**src/rtl/seq_detector_if.sv**
```systemverilog
// Serial-sample bus of the sequence detector: sample/control inputs from the
// producer side, registered match flag and match count back from the detector.
interface seq_detector_if #(
    parameter int N     = 4,
    parameter int CNT_W = 8
);
    logic             En;
    logic             w;
    logic             Load;
    logic [N-1:0]     Pat_in;
    logic             Clr_cnt;
    logic             z;
    logic [CNT_W-1:0] Count;

    modport master (
        output En, w, Load, Pat_in, Clr_cnt,
        input  z, Count
    );

    modport slave (
        input  En, w, Load, Pat_in, Clr_cnt,
        output z, Count
    );
endinterface

```
**src/rtl/seq_detector.sv**
```systemverilog
// Moore serial pattern detector with runtime-loadable pattern, optional
// overlapping matches and a saturating, clearable match counter.
module seq_detector #(
    parameter int             N       = 4,
    parameter logic [N-1:0]   PATTERN = 4'b1101,
    parameter int             OVERLAP = 1,
    parameter int             CNT_W   = 8
) (
    input  logic          Clock,
    input  logic          Resetn,
    seq_detector_if.slave bus
);
    localparam int            SW      = $clog2(N + 1);
    localparam logic [SW-1:0] S_MATCH = SW'(N);

    logic [SW-1:0]    s_q, s_d, s_next;
    logic [N-1:0]     pat_q, pat_d;
    logic             z_q, z_d;
    logic [CNT_W-1:0] cnt_q, cnt_d;
    logic [N:0]       cand, pref, mask;
    int               len, s_int;
    logic             hit;

    // Candidate C is right-aligned: its last bit (w) sits at bit 0, so the
    // last k bits of C line up with the first k pattern bits shifted down.
    always_comb begin
        s_int  = int'(s_q);
        s_next = '0;
        pref   = '0;
        mask   = '0;
        if (OVERLAP == 0 && s_q == S_MATCH) begin
            cand = {{N{1'b0}}, bus.w};
            len  = 1;
        end else begin
            cand = (({1'b0, pat_q} >> (N - s_int)) << 1) | {{N{1'b0}}, bus.w};
            len  = s_int + 1;
        end
        for (int k = 1; k <= N; k++) begin
            pref = {1'b0, pat_q} >> (N - k);
            mask = ~({(N + 1){1'b1}} << k);
            if (k <= len && ((cand ^ pref) & mask) == '0) s_next = SW'(k);
        end
    end

    always_comb begin
        pat_d = pat_q;
        s_d   = s_q;
        cnt_d = cnt_q;
        hit   = 1'b0;
        if (bus.Load) begin
            pat_d = bus.Pat_in;
            s_d   = '0;
        end else if (bus.En) begin
            s_d = s_next;
            hit = (s_next == S_MATCH);
        end
        // A clear wins over a coinciding match, which is then not counted.
        if (bus.Clr_cnt)
            cnt_d = '0;
        else if (hit && cnt_q != '1)
            cnt_d = cnt_q + 1'b1;
        z_d = (s_d == S_MATCH);
    end

    always_ff @(posedge Clock or negedge Resetn) begin
        if (!Resetn) begin
            s_q   <= '0;
            pat_q <= PATTERN;
            z_q   <= 1'b0;
            cnt_q <= '0;
        end else begin
            s_q   <= s_d;
            pat_q <= pat_d;
            z_q   <= z_d;
            cnt_q <= cnt_d;
        end
    end

    assign bus.z     = z_q;
    assign bus.Count = cnt_q;
endmodule

```
**src/flat_wrapper.sv**
```systemverilog
// flat-port wrapper written by rule: the top's interface ports become plain ports
module seq_detector_flat 
#(
    parameter int             N       = 4,
    parameter logic [N-1:0]   PATTERN = 4'b1101,
    parameter int             OVERLAP = 1,
    parameter int             CNT_W   = 8
)
  (Clock, Resetn, bus_En, bus_w, bus_Load, bus_Pat_in, bus_Clr_cnt, bus_z, bus_Count);
  seq_detector_if #(.N(N), .CNT_W(CNT_W)) bus_i ();
  input  logic Clock;
  input  logic Resetn;
  input wire logic [$bits(bus_i.En)-1:0] bus_En;
  input wire logic [$bits(bus_i.w)-1:0] bus_w;
  input wire logic [$bits(bus_i.Load)-1:0] bus_Load;
  input wire logic [$bits(bus_i.Pat_in)-1:0] bus_Pat_in;
  input wire logic [$bits(bus_i.Clr_cnt)-1:0] bus_Clr_cnt;
  output wire logic [$bits(bus_i.z)-1:0] bus_z;
  output wire logic [$bits(bus_i.Count)-1:0] bus_Count;
  assign bus_i.En = bus_En;
  assign bus_i.w = bus_w;
  assign bus_i.Load = bus_Load;
  assign bus_i.Pat_in = bus_Pat_in;
  assign bus_i.Clr_cnt = bus_Clr_cnt;
  assign bus_z = bus_i.z;
  assign bus_Count = bus_i.Count;
  seq_detector #(.N(N), .PATTERN(PATTERN), .OVERLAP(OVERLAP), .CNT_W(CNT_W)) u_core (.Clock(Clock), .Resetn(Resetn), .bus(bus_i));
endmodule
```
**config.mk**
```make
export PLATFORM = sky130hd
export DESIGN_NAME = seq_detector_flat
export DESIGN_NICKNAME = d
export VERILOG_FILES = /design/src/rtl/seq_detector_if.sv /design/src/rtl/seq_detector.sv /design/src/flat_wrapper.sv
export SDC_FILE = /design/constraint.sdc
export NUM_CORES = 1
export LEC_CHECK = 0
export BUFFER_PORTS_ARGS = -buffer_cell sky130_fd_sc_hd__buf_2
export CAP_MARGIN = 20
export CORE_MARGIN = 5
export CORE_UTILIZATION = 55
export CTS_CLUSTER_SIZE = 8
export DETAILED_ROUTE_END_ITERATION = 6
export PLACE_DENSITY = 0.78
export SYNTH_ARGS = -nofsm -noshare
export SYNTH_HDL_FRONTEND = slang
export SYNTH_SLANG_ARGS = --single-unit
```
**constraint.sdc**
```tcl
create_clock -name Clock -period 7.3 [get_ports Clock]
set_clock_uncertainty 0.2 [all_clocks]
set_input_delay 0.365 -clock Clock [delete_from_list [all_inputs] [get_ports Clock]]
set_output_delay 0.365 -clock Clock [all_outputs]
set_load 0.05 [all_outputs]
```
# Yosys cells after proc, flatten, opt, wreduce, memory -nomap -nowiden

Index checks and enable logic that the tools add are counted.

Bits in registers: 16
Input port bits: 10
Output and inout bits: 9
Logic and storage cells: 40

Add/subtract/negate cells: 3
Magnitude comparators: 4
Equal/unequal tests: 3
Shift operators: 1
Mux-type cells: 10
Bitwise gates (word level): 5
Reduce and logical (&&, ||, !) cells: 10

Operator list:

| operator                                            | count |
|---|---|
| <= comparator 3 x 32 -> 1 bit, first input constant | 2 |
| <= comparator 2 x 32 -> 1 bit, first input constant | 1 |
| <= comparator 4 x 32 -> 1 bit, first input constant | 1 |
| right shift 4 x 32 -> 3 bit                         | 1 |
| zero test 5 bit                                     | 4 |
| two-way mux 8 bit                                   | 2 |
| two-way mux 3 bit                                   | 5 |
| adder 8 x 1 -> 8 bit, second input constant         | 1 |
| != test 8 bit, second input constant                | 1 |
| equality test 3 bit, second input constant          | 2 |
| logical AND 1 bit                                   | 5 |
| adder 3 x 1 -> 4 bit, second input constant         | 1 |
| OR 4 x 1 -> 4 bit                                   | 1 |
| subtractor 3 x 3 -> 4 bit, first input constant     | 1 |
| XOR 4 bit                                           | 1 |
| two-way mux 1 bit                                   | 3 |
| XOR 3 bit                                           | 1 |
| nonzero test 2 bit                                  | 1 |
| XOR 2 bit                                           | 1 |
| XOR 1 bit                                           | 1 |

# Depth between registers and ports, before layout

Gate-level depths: netlist of the first run.

Word-level depth: 16
Gate-level depth with buffers: 11
Depth with buffers taken out: 9

# Least setup slack after synthesis of the first run

Ideal clock, no wire load.

Kind: register -> register
From: register u_core.s_q[0]
To: register u_core.cnt_q[3], in the netlist u_core.bus.Count[3]
Setup time: 78 ps
Arrival: 3060 ps
Data required time: 7022 ps
Setup slack: 3962 ps
Stages on the path, launching flop included: 12
Buffers on the path: 2
Period minus slack after synthesis: 3338 ps
Cells stage by stage: dfrtp_1 > buf_6 > inv_1 > ha_1 > a21bo_2 > a221oi_2 > a21bo_1 > a221o_1 > or4_4 > buf_6 > or3_1 > a21oi_1

Word-level cells in the longest chain between the ends: 14
Elaborated cells on any way between the ends: 27
Classes of those cells: add/sub: 2; order compare: 4; eq/ne: 1; shift: 1; mux: 6; bitwise: 4; reduce/logical: 9

Ends and longest elaborated chain:

| what                                                                  | RTL line           | RTL |
|---|---|---|
| from (decl)                                                           | seq_detector.sv:16 | `logic [SW-1:0] s_q, s_d, s_next;` |
| from (signal assigned)                                                | seq_detector.sv:67 | `s_q <= '0;` |
| from (signal assigned)                                                | seq_detector.sv:72 | `s_q <= s_d;` |
| branches (longest 8 deep; another with <= comparator 2 x 32 -> 1 bit) | -                  |  |
| two-way mux 3 bit *                                                   | seq_detector.sv:41 | `if (k <= len && ((cand ^ pref) & mask) == '0) s_next = SW'(k);` |
| equality test 3 bit *                                                 | seq_detector.sv:55 | `hit = (s_next == S_MATCH);` |
| two-way mux 1 bit *                                                   | seq_detector.sv:53 | `end else if (bus.En) begin` |
| two-way mux 1 bit *                                                   | seq_detector.sv:50 | `if (bus.Load) begin` |
| logical AND 1 bit *                                                   | seq_detector.sv:60 | `else if (hit && cnt_q != '1)` |
| nonzero test 2 bit (no line) *                                        | -                  |  |
| to (signal assigned)                                                  | seq_detector.sv:75 | `cnt_q <= cnt_d;` |
| to (decl)                                                             | seq_detector.sv:19 | `logic [CNT_W-1:0] cnt_q, cnt_d;` |

Every way passes the cells marked *.
A chain may end at the register's enable or synchronous reset.

# Final worst setup path of the first run

From: register u_core.s_q[0]
To: register u_core.cnt_q[5], in the netlist u_core.bus.Count[5]

Same word-level chain as after synthesis.

==> results of run 1 <==
-- what timing repair did --
action	4_1_cts	5_1_grt
hold buffers	1	0
endpoints found under the setup margin	0	0
buffers inserted	0	0
endpoints found under the hold margin	13	0
-- Yosys cell counts (2+ instances only) --
library cell,instances,area (um^2)
dfrtp_1,13,325
nand2_1,10,37.5
a21oi_1,9,45.0
o21ai_0,8,40.0
inv_1,7,26.3
nor2_1,7,26.3
nand3_1,6,30.0
nor3_1,6,30.0
ha_1,5,62.6
xnor2_1,4,35.0
a31oi_1,3,18.8
buf_6,3,33.8
clkbuf_1,3,11.3
dfstp_2,3,78.8
mux2_2,3,33.8
nand2b_1,3,18.8
nand3b_1,3,22.5
or3_1,3,18.8
a211oi_1,2,15.0
and2_1,2,12.5
nor2b_1,2,12.5
o31a_1,2,17.5
o32ai_1,2,17.5
or2b_1,2,15.0
xor2_1,2,17.5
-- metal layers --
layer  vias to the layer above  wire length [um]  GRT usage
met2                        25              1240      0.281
met3                         2               107     0.0321
li1                        520                 -          -
met1                       488              1170      0.225
met5                         -                 0          0
met4                         0                15     0.0508
-- report_power, final --
| part | internal (mW) | switching [mW] |
|---|---|---|
| Combinational | 0.0176 | 0.0212 |
| Sequential | 0.0926 | 0.00639 |
| Clock | 0.0303 | 0.0266 |
| Total | 0.141 | 0.0542 |
-- stage by stage --
step	hold WS, ns	power [mW]	setup slack, ns	area [um^2]	utilization
floorplan	-0.131	0.129	3.96	1200	-
global placement	0.0879	0.137	3.74	1270	0.629
detailed placement	0.0974	0.139	3.59	1270	0.629
CTS	0.0918	0.198	3.58	1320	0.652
global route	0.0986	0.206	3.44	1320	0.652
finish	0.101	0.195	3.58	1320	0.652
-- worst reg2reg max path, cell delays in order (launching register included) --
cell	delay, ns
dfrtp_1	0.56
inv_1	0.17
ha_1	0.41
a21bo_2	0.25
a221oi_2	0.27
a21bo_1	0.24
a221o_1	0.36
or4_4	0.56
or4_1	0.49
a21oi_1	0.15
-- cells by family (layout without fill, tap and decap cells) --
group | after synthesis | after routing | synth area share
flip-flops | 16 | 16 | 0.338
multiplexers | 3 | 3 | 0.0282
XOR/XNOR | 6 | 6 | 0.0439
adder cells (fa/ha/maj) | 5 | 5 | 0.0523
AO/OA/AOI/OAI | 39 | 39 | 0.228
AND/OR/NAND/NOR | 52 | 52 | 0.247
buffers and inverters | 14 | 30 | 0.0628
-- cell type report --
type	instances	area [um^2]	area share
Multi-Input combinational cell	105	717	0.544
Sequential cell	16	404	0.307
Clock buffer	4	36.3	0.0275
Inverter	7	26.3	0.0199
Timing Repair Buffer	19	100	0.0760
Tap cell	27	33.8	0.0256
-- registers in the layout, summed over array words and instances, names as in the netlist --
| name | count |
|---|---|
| u_core.bus.Count | 8 |
| u_core.pat_q | 4 |
| u_core.s_q | 3 |
| u_core.bus.z | 1 |
-- worst min-delay path by stage --
stage                   from                   to  slack [ns]  cells past startpoint
5_1_grt        bus_Pat_in[1]      u_core.pat_q[1]         0.1                      3
6_report       bus_Pat_in[1]      u_core.pat_q[1]        0.10                      3
3_3_place_gp          Resetn  u_core.bus.Count[3]        0.09                      1
2_1_floorplan         Resetn  u_core.bus.Count[0]       -0.13                      0
3_5_place_dp          Resetn  u_core.bus.Count[3]         0.1                      1
4_1_cts        bus_Pat_in[3]      u_core.pat_q[3]        0.09                      3
==> impl_metrics.env, run 1 <==
export IMPL_outcome="finished clean"
export IMPL_grt_max_degree=17
export IMPL_cts_resized_gates=0
export IMPL_portBuffers=18
export IMPL_worstPathCellList="inv_1, ha_1, a21bo_2, a221oi_2, a21bo_1, a221o_1, or4_4, or4_1, a21oi_1"
export IMPL_routabilityCongestion=0.902
export IMPL_track_usage=0.171
export IMPL_cpMaxStageDelayCell="dfrtp_1"
export IMPL_relSlewSlack=0.603
export IMPL_fin_cells=178
export IMPL_syn_to_final_growth_pct=10.1
export IMPL_dp_hpwl_um=1970
export IMPL_cts_root_buf="clkbuf_4"
export IMPL_synth_async_reset_ratio=1.00
export IMPL_cp_data_arrival_time_ns=3.74
export IMPL_fin_tns_setup_ns=0
export IMPL_worstPathMaxFanout=12
export IMPL_crit_family="compound AO/OA/AOI/OAI gates"
export IMPL_ios=19
export IMPL_r2r_start="u_core.s_q[0]"
export IMPL_drt_pass1_iterations=4
export IMPL_setup_viol=0
export IMPL_ir_drop_mv=0.141
export IMPL_ys_warn_count=0
export IMPL_hold_class="input pin to register"
export IMPL_worst_pin_slew_ns=0.590
export IMPL_die_x_um=56.6
export IMPL_final_common_cell="buf_2"
export IMPL_drive_gt1_frac=0.238
export IMPL_overflow=0
export IMPL_hold_viol_final=0
export IMPL_critPathLaunchType="register"
export IMPL_crit_path_end_kind="register"
export IMPL_syn_inst=135
export IMPL_htreeDepth=1
export IMPL_synth_area_per_cell_um2=8.86
export IMPL_ys_ff_latch=16
export IMPL_reg2reg_to="u_core.bus.Count[5]"
export IMPL_initial_core_util=0.592
export IMPL_drcViolationCount=0
export IMPL_drt_iter0_drc=37
export IMPL_cts_tree="done"
export IMPL_finalCritPeriodShare=0.510
export IMPL_nets=167
export IMPL_via_per_inst=5.81
export IMPL_core_area_um2=2020
export IMPL_row_count=16
export IMPL_rrSetupSlack_ns=3.58
export IMPL_clk_latency_ns=0.28
export IMPL_antenna_cells=0
export IMPL_startpoint="u_core.s_q[0]"
export IMPL_p_per_area_nw_per_um2=148
export IMPL_clk_pin_slew_ns=0.10
export IMPL_cts_buffers=3
export IMPL_netlist_area_um2=1200
export IMPL_slowest_delay_ns=0.56
export IMPL_synth_edf_count=0
export IMPL_rsz0062_at_grt="no"
export IMPL_clock_sinks=16
export IMPL_ys_flop_type="dfrtp_1"
export IMPL_clock_path_buffers=2
export IMPL_dp_cells=173
export IMPL_leakage_nw=0.557
export IMPL_yosysSeqAreaShare=0.338
export IMPL_die_h_um=56.6
export IMPL_synthDistinctLibCells=47
export IMPL_die_area_um2=3210
export IMPL_final_cell_mix="18 x buf_2, 13 x dfrtp_1, 10 x nand2_1"
export IMPL_finalCriticalPeriod_ns=3.72
export IMPL_critical_path_required_ns=7.31
export IMPL_num_fill_cells=196
export IMPL_path_buf_inv=1
export IMPL_cap_violations=0
export IMPL_synth_nets=150
export IMPL_vias=1035
export IMPL_slew_violations=0
export IMPL_wl_um=2540
export IMPL_wl_per_cell_um=14.3
export IMPL_crit_cells=9
export IMPL_ant_nets=0
export IMPL_endpoint="u_core.bus.Count[5]"
export IMPL_grt_pass1_wl_um=4400
export IMPL_reg2regPathDepth=9
export IMPL_critPathKind="register to register"
export IMPL_antenna_found_initial=0
export IMPL_grt_pass1_vias=1009
export IMPL_max_freq_ghz=0.269
No activity file was read; power rests on OpenSTA's default activity.
==> run 2: changes to the inputs <==
==> constraint.sdc (replaced) <==
create_clock -name Clock -period 3.57 [get_ports Clock]
set_clock_uncertainty 0.2 [all_clocks]
set_input_delay 0.1785 -clock Clock [delete_from_list [all_inputs] [get_ports Clock]]
set_output_delay 0.1785 -clock Clock [all_outputs]
set_load 0.05 [all_outputs]
==> run 2 against run 1 <==
  * Non-clock buffer count is 9 higher
  * Flip-flop and latch count is the same
  * Via count grew 6.1%
  * Sequential power increased by 100%
  * Die area stayed put
  * Combinational power grew 140%
  * Fmax grew 10%
  * Clock-buffer cell count stayed put
  * Final cell count up 5.1%
  * Sequential share of layout area decreased by 1.7 points
  * Worst setup slack got worse by 3.4 ns
  * Critical path depth stayed put
  * Largest power group unchanged
==> impl_metrics.env, run 2 (same netlist as run 1, synthesis figures left out) <==
export IMPL_cts_setup_buffers=0
export IMPL_drcViolationCount=0
export IMPL_relSlewSlack=0.579
export IMPL_cts_tree="done"
export IMPL_dp_cells=175
export IMPL_ios=19
export IMPL_clock_path_buffers=2
export IMPL_outcome="finished clean"
export IMPL_drive_gt1_frac=0.244
export IMPL_routabilityCongestion=0.950
export IMPL_startpoint="u_core.s_q[0]"
export IMPL_clock_sinks=16
export IMPL_leakage_nw=0.590
export IMPL_grt_busiest_layer="met2"
export IMPL_reg2regPathDepth=9
export IMPL_worstPathCellList="inv_2, ha_2, a21bo_2, a221oi_2, a21bo_1, a221o_1, or4_4, nor3_1, mux2_2"
export IMPL_rrSetupSlack_ns=0.19
export IMPL_drt_iter0_drc=21
export IMPL_wl_um=2780
export IMPL_setup_viol=0
export IMPL_hold_viol_final=0
export IMPL_slew_violations=0
export IMPL_grt_pass1_wl_um=4920
export IMPL_fin_tns_setup_ns=0
export IMPL_cp_data_arrival_time_ns=3.34
export IMPL_critPathLaunchType="register"
export IMPL_grt_pass1_vias=1095
export IMPL_place_ws_ns=0.172
export IMPL_antenna_found_initial=0
export IMPL_clk_pin_slew_ns=0.09
export IMPL_dp_hpwl_um=2160
export IMPL_critPathKind="register to register"
export IMPL_reg2reg_to="u_core.bus.Count[7]"
export IMPL_endpoint="u_core.bus.Count[7]"
export IMPL_slowest_delay_ns=0.56
export IMPL_wl_per_cell_um=14.9
export IMPL_nets=176
export IMPL_cap_violations=0
export IMPL_grt_max_degree=17
export IMPL_met2_usage=0.327
export IMPL_finalCriticalPeriod_ns=3.38
export IMPL_htreeDepth=1
export IMPL_rsz0062_at_grt="no"
export IMPL_overflow=0
export IMPL_r2r_start="u_core.s_q[0]"
export IMPL_fin_ws_ns=0.192
export IMPL_worstPathMaxFanout=12
export IMPL_vias=1098
export IMPL_max_freq_ghz=0.296
export IMPL_worst_pin_slew_ns=0.628
export IMPL_ant_nets=0
export IMPL_track_usage=0.192
export IMPL_met1_usage=0.231
export IMPL_die_area_um2=3210
export IMPL_hold_class="input pin to async pin"
export IMPL_initial_core_util=0.592
export IMPL_cts_buffers=3
export IMPL_final_cell_mix="18 x buf_2, 13 x dfrtp_1, 10 x nand2_1"
export IMPL_final_common_cell="buf_2"
export IMPL_cts_root_buf="clkbuf_4"
export IMPL_p_per_area_nw_per_um2=279
export IMPL_clk_latency_ns=0.28
export IMPL_antenna_cells=0
export IMPL_syn_to_final_growth_pct=16.6
export IMPL_die_x_um=56.6
export IMPL_grtUsageMet3=0.0390
export IMPL_critical_path_required_ns=3.54
export IMPL_largest_reg_flops=8
export IMPL_die_h_um=56.6
export IMPL_portBuffers=18
export IMPL_row_count=16
export IMPL_core_area_um2=2020
export IMPL_ir_drop_mv=0.285
export IMPL_finalCritPeriodShare=0.946
export IMPL_fin_cells=187
export IMPL_cpMaxStageDelayCell="or4_4"
export IMPL_crit_path_end_kind="register"
export IMPL_via_per_inst=5.87
export IMPL_drt_pass1_iterations=4
-- run 2: changes by cell type in the layout (fill, tap and decap cells not counted), sizes merged --
cell,before,now
dlygate4sd3,1,8
buf,18,20
-- run 2: cell type report --
class                   count  area (um^2)
repair buffers             28          185
flip-flops and latches     16          404
inverters                   7         26.3
fillers                   169          627
well taps                  27         33.8
clock buffers               4         26.3
multi-input cells         105          719
-- run 2: timing repair --
item,in CTS,in global routing
setup endpoints to repair,0,2
endpoints found under the hold margin,29,0
hold buffers,8,0
gates resized for setup,0,2
-- run 2: worst min path at each step --
stage | depth (start not counted) | end
floorplan | 0 | u_core.bus.Count[0]
global placement | 1 | u_core.bus.Count[4]
detailed placement | 1 | u_core.bus.Count[3]
CTS | 2 | u_core.bus.Count[3]
global route | 2 | u_core.bus.Count[3]
finish | 2 | u_core.bus.Count[3]
-- run 2: layer usage --
metal,up-vias,share of wire,routed length (um)
met5,-,0,0
met4,0,0.024,68
met3,10,0.035,96
met2,26,0.51,1420
met1,522,0.43,1190
li1,540,-,-
-- run 2: metrics by stage --
| stage | power [mW] | instance area [um^2] | hold slack [ns] | utilization |
|---|---|---|---|---|
| floorplan | 0.263 | 1200 | -0.317 | - |
| global placement | 0.282 | 1290 | -0.0950 | 0.636 |
| detailed placement | 0.286 | 1290 | -0.0891 | 0.636 |
| CTS | 0.389 | 1390 | 0.145 | 0.689 |
| global route | 0.412 | 1400 | 0.151 | 0.690 |
| finish | 0.389 | 1400 | 0.126 | 0.690 |
-- run 2: report_power, final --
group	switching, mW	leakage [nW]	total, mW	internal, mW
logic	0.0489	0.364	0.0920	0.0431
clock network	0.0543	0.0150	0.0976	0.0433
registers	0.0104	0.211	0.200	0.189
total	0.114	0.590	0.389	0.276
-- run 2: worst max-delay path, delay by kind of cell (launching register included) --
| kind | cells | cell delay, ns |
|---|---|---|
| flip-flops | 1 | 0.40 |
| AND/OR/NAND/NOR | 2 | 0.80 |
| adder cells (fa/ha/maj) | 1 | 0.31 |
| multiplexers | 1 | 0.36 |
| AO/OA/AOI/OAI | 4 | 1.09 |
| buffers and inverters | 1 | 0.10 |
==> run 3: changes to the inputs <==
--- a/config.mk
+++ b/config.mk
@@ -7,6 +7,7 @@
 export LEC_CHECK = 0
 export BUFFER_PORTS_ARGS = -buffer_cell sky130_fd_sc_hd__buf_2
 export CAP_MARGIN = 20
+export CORE_ASPECT_RATIO = 1.5
 export CORE_MARGIN = 5
 export CORE_UTILIZATION = 55
 export CTS_CLUSTER_SIZE = 8
==> run 3 against run 2 <==
  * Via count up 2.7%
  * Fmax rose by 0.65%
  * Sequential power hardly changed
  * Largest power group unchanged
  * Utilization grew 0.39 points
  * Worst hold slack gained 0.00093 ns
  * Flip-flop and latch count unchanged
  * Sequential share of layout area is 0.59 points lower
==> impl_metrics.env, run 3 (same netlist as run 1, synthesis figures left out) <==
export IMPL_crit_path_end_kind="register"
export IMPL_worstPathCellList="inv_1, ha_1, a21bo_2, a221oi_2, a21bo_1, a221o_1, or4_4, or4_1, a21oi_1"
export IMPL_setup_viol=0
export IMPL_critPathKind="register to register"
export IMPL_outcome="finished clean"
export IMPL_critPathLaunchType="register"
export IMPL_vias=1128
export IMPL_track_usage=0.214
export IMPL_drive_gt1_frac=0.239
export IMPL_leakage_nw=0.610
export IMPL_relSlewSlack=0.588
export IMPL_clock_sinks=16
export IMPL_grt_pass1_wl_um=4910
export IMPL_die_h_um=67.1
export IMPL_grt_pass1_vias=1085
export IMPL_fin_util=0.694
export IMPL_cts_root_buf="clkbuf_4"
export IMPL_cts_resized_gates=0
export IMPL_dp_hpwl_um=2160
export IMPL_max_freq_ghz=0.298
export IMPL_drt_pass1_iterations=4
export IMPL_core_area_um2=2050
export IMPL_rsz0062_at_grt="no"
export IMPL_overflow=0
export IMPL_cp_data_arrival_time_ns=3.38
export IMPL_portBuffers=18
export IMPL_ios=19
export IMPL_startpoint="u_core.s_q[0]"
export IMPL_finalCriticalPeriod_ns=3.36
export IMPL_initial_core_util=0.583
export IMPL_p_total_mw=0.414
export IMPL_worst_pin_slew_ns=0.614
export IMPL_antenna_found_initial=0
export IMPL_slew_violations=0
export IMPL_clk_latency_ns=0.29
export IMPL_htreeDepth=1
export IMPL_row_count=20
export IMPL_slowest_delay_ns=0.57
export IMPL_final_common_cell="buf_2"
export IMPL_nets=179
export IMPL_routabilityCongestion=1.02
export IMPL_rrSetupSlack_ns=0.21
export IMPL_drt_iter0_drc=33
export IMPL_syn_to_final_growth_pct=19.0
export IMPL_die_area_um2=3230
export IMPL_finalCritPeriodShare=0.940
export IMPL_cts_buffers=3
export IMPL_critical_path_required_ns=3.59
export IMPL_ant_nets=0
export IMPL_dp_cells=171
export IMPL_wl_um=2900
export IMPL_hold_class="input pin to async pin"
export IMPL_p_per_area_nw_per_um2=291
export IMPL_grt_max_degree=17
export IMPL_clk_pin_slew_ns=0.10
export IMPL_worstPathMaxFanout=12
export IMPL_drcViolationCount=0
export IMPL_hold_viol_final=0
export IMPL_die_x_um=48.1
export IMPL_cts_tree="done"
export IMPL_ir_drop_mv=0.279
export IMPL_fin_cells=185
export IMPL_wl_per_cell_um=15.7
export IMPL_final_cell_mix="18 x buf_2, 13 x dfrtp_1, 10 x nand2_1, 10 x dlygate4sd3_1, 9 x a21oi_1"
export IMPL_cpMaxStageDelayCell="or4_4"
export IMPL_via_per_inst=6.10
export IMPL_clock_path_buffers=2
export IMPL_cap_violations=0
export IMPL_largest_reg_flops=8
export IMPL_r2r_start="u_core.s_q[0]"
export IMPL_antenna_cells=0
export IMPL_fin_tns_setup_ns=0
export IMPL_hold_ws_ns=0.127
[run 3: final timing paths]
kind | to | depth (start not counted)
min | u_core.bus.Count[5] | 2
min reg2reg | u_core.bus.Count[5] | 2
min in group Clock | u_core.s_q[0] | 4
max reg2reg | u_core.bus.Count[5] | 9
max in group asynchronous | u_core.pat_q[0] | 2
max | u_core.bus.Count[5] | 9
[run 3: final cells by class]
cell class / count / area [um^2]
sequential: 16 / 404
tap: 22 / 27.5
multi-input combinational: 105 / 717
fill: 170 / 628
timing repair buffer: 31 / 213
clock buffer: 4 / 36.3
inverter: 7 / 26.3
[run 3: metrics by stage]
step                      area, um^2  setup slack (ns)
after global placement          1290             0.331
after floorplan                 1200             0.232
after detailed placement        1290             0.248
after CTS                       1420             0.223
final                           1420             0.214
after global routing            1420            0.0584
[run 3: power breakdown]
part	switching (mW)	internal [mW]	leakage (nW)
sequential	0.0103	0.189	0.211
clock	0.0587	0.0621	0.0210
combinational	0.0482	0.0457	0.378
[run 3: worst max-delay path, delay by kind of cell, from the launching register on]
| kind | cells | cell delay [ns] |
|---|---|---|
| AOI/OAI and AO/OA | 5 | 1.25 |
| adders and majority gates | 1 | 0.26 |
| buffers and inverters | 1 | 0.13 |
| DFF | 1 | 0.39 |
| and+or+nand+nor | 2 | 1.06 |
[run 3: repair_timing]
item | in CTS | in global routing
endpoints found under the hold margin | 29 | 0
setup buffers | 0 | 0
hold buffers | 10 | 0
[run 3: per-layer routing]
layer	global-route usage	vias to the layer above	wire, um
li1	-	548	-
met1	0.246	545	1140
met2	0.386	28	1600
met3	0.0162	7	97
met4	0.0808	0	57
met5	0	-	0
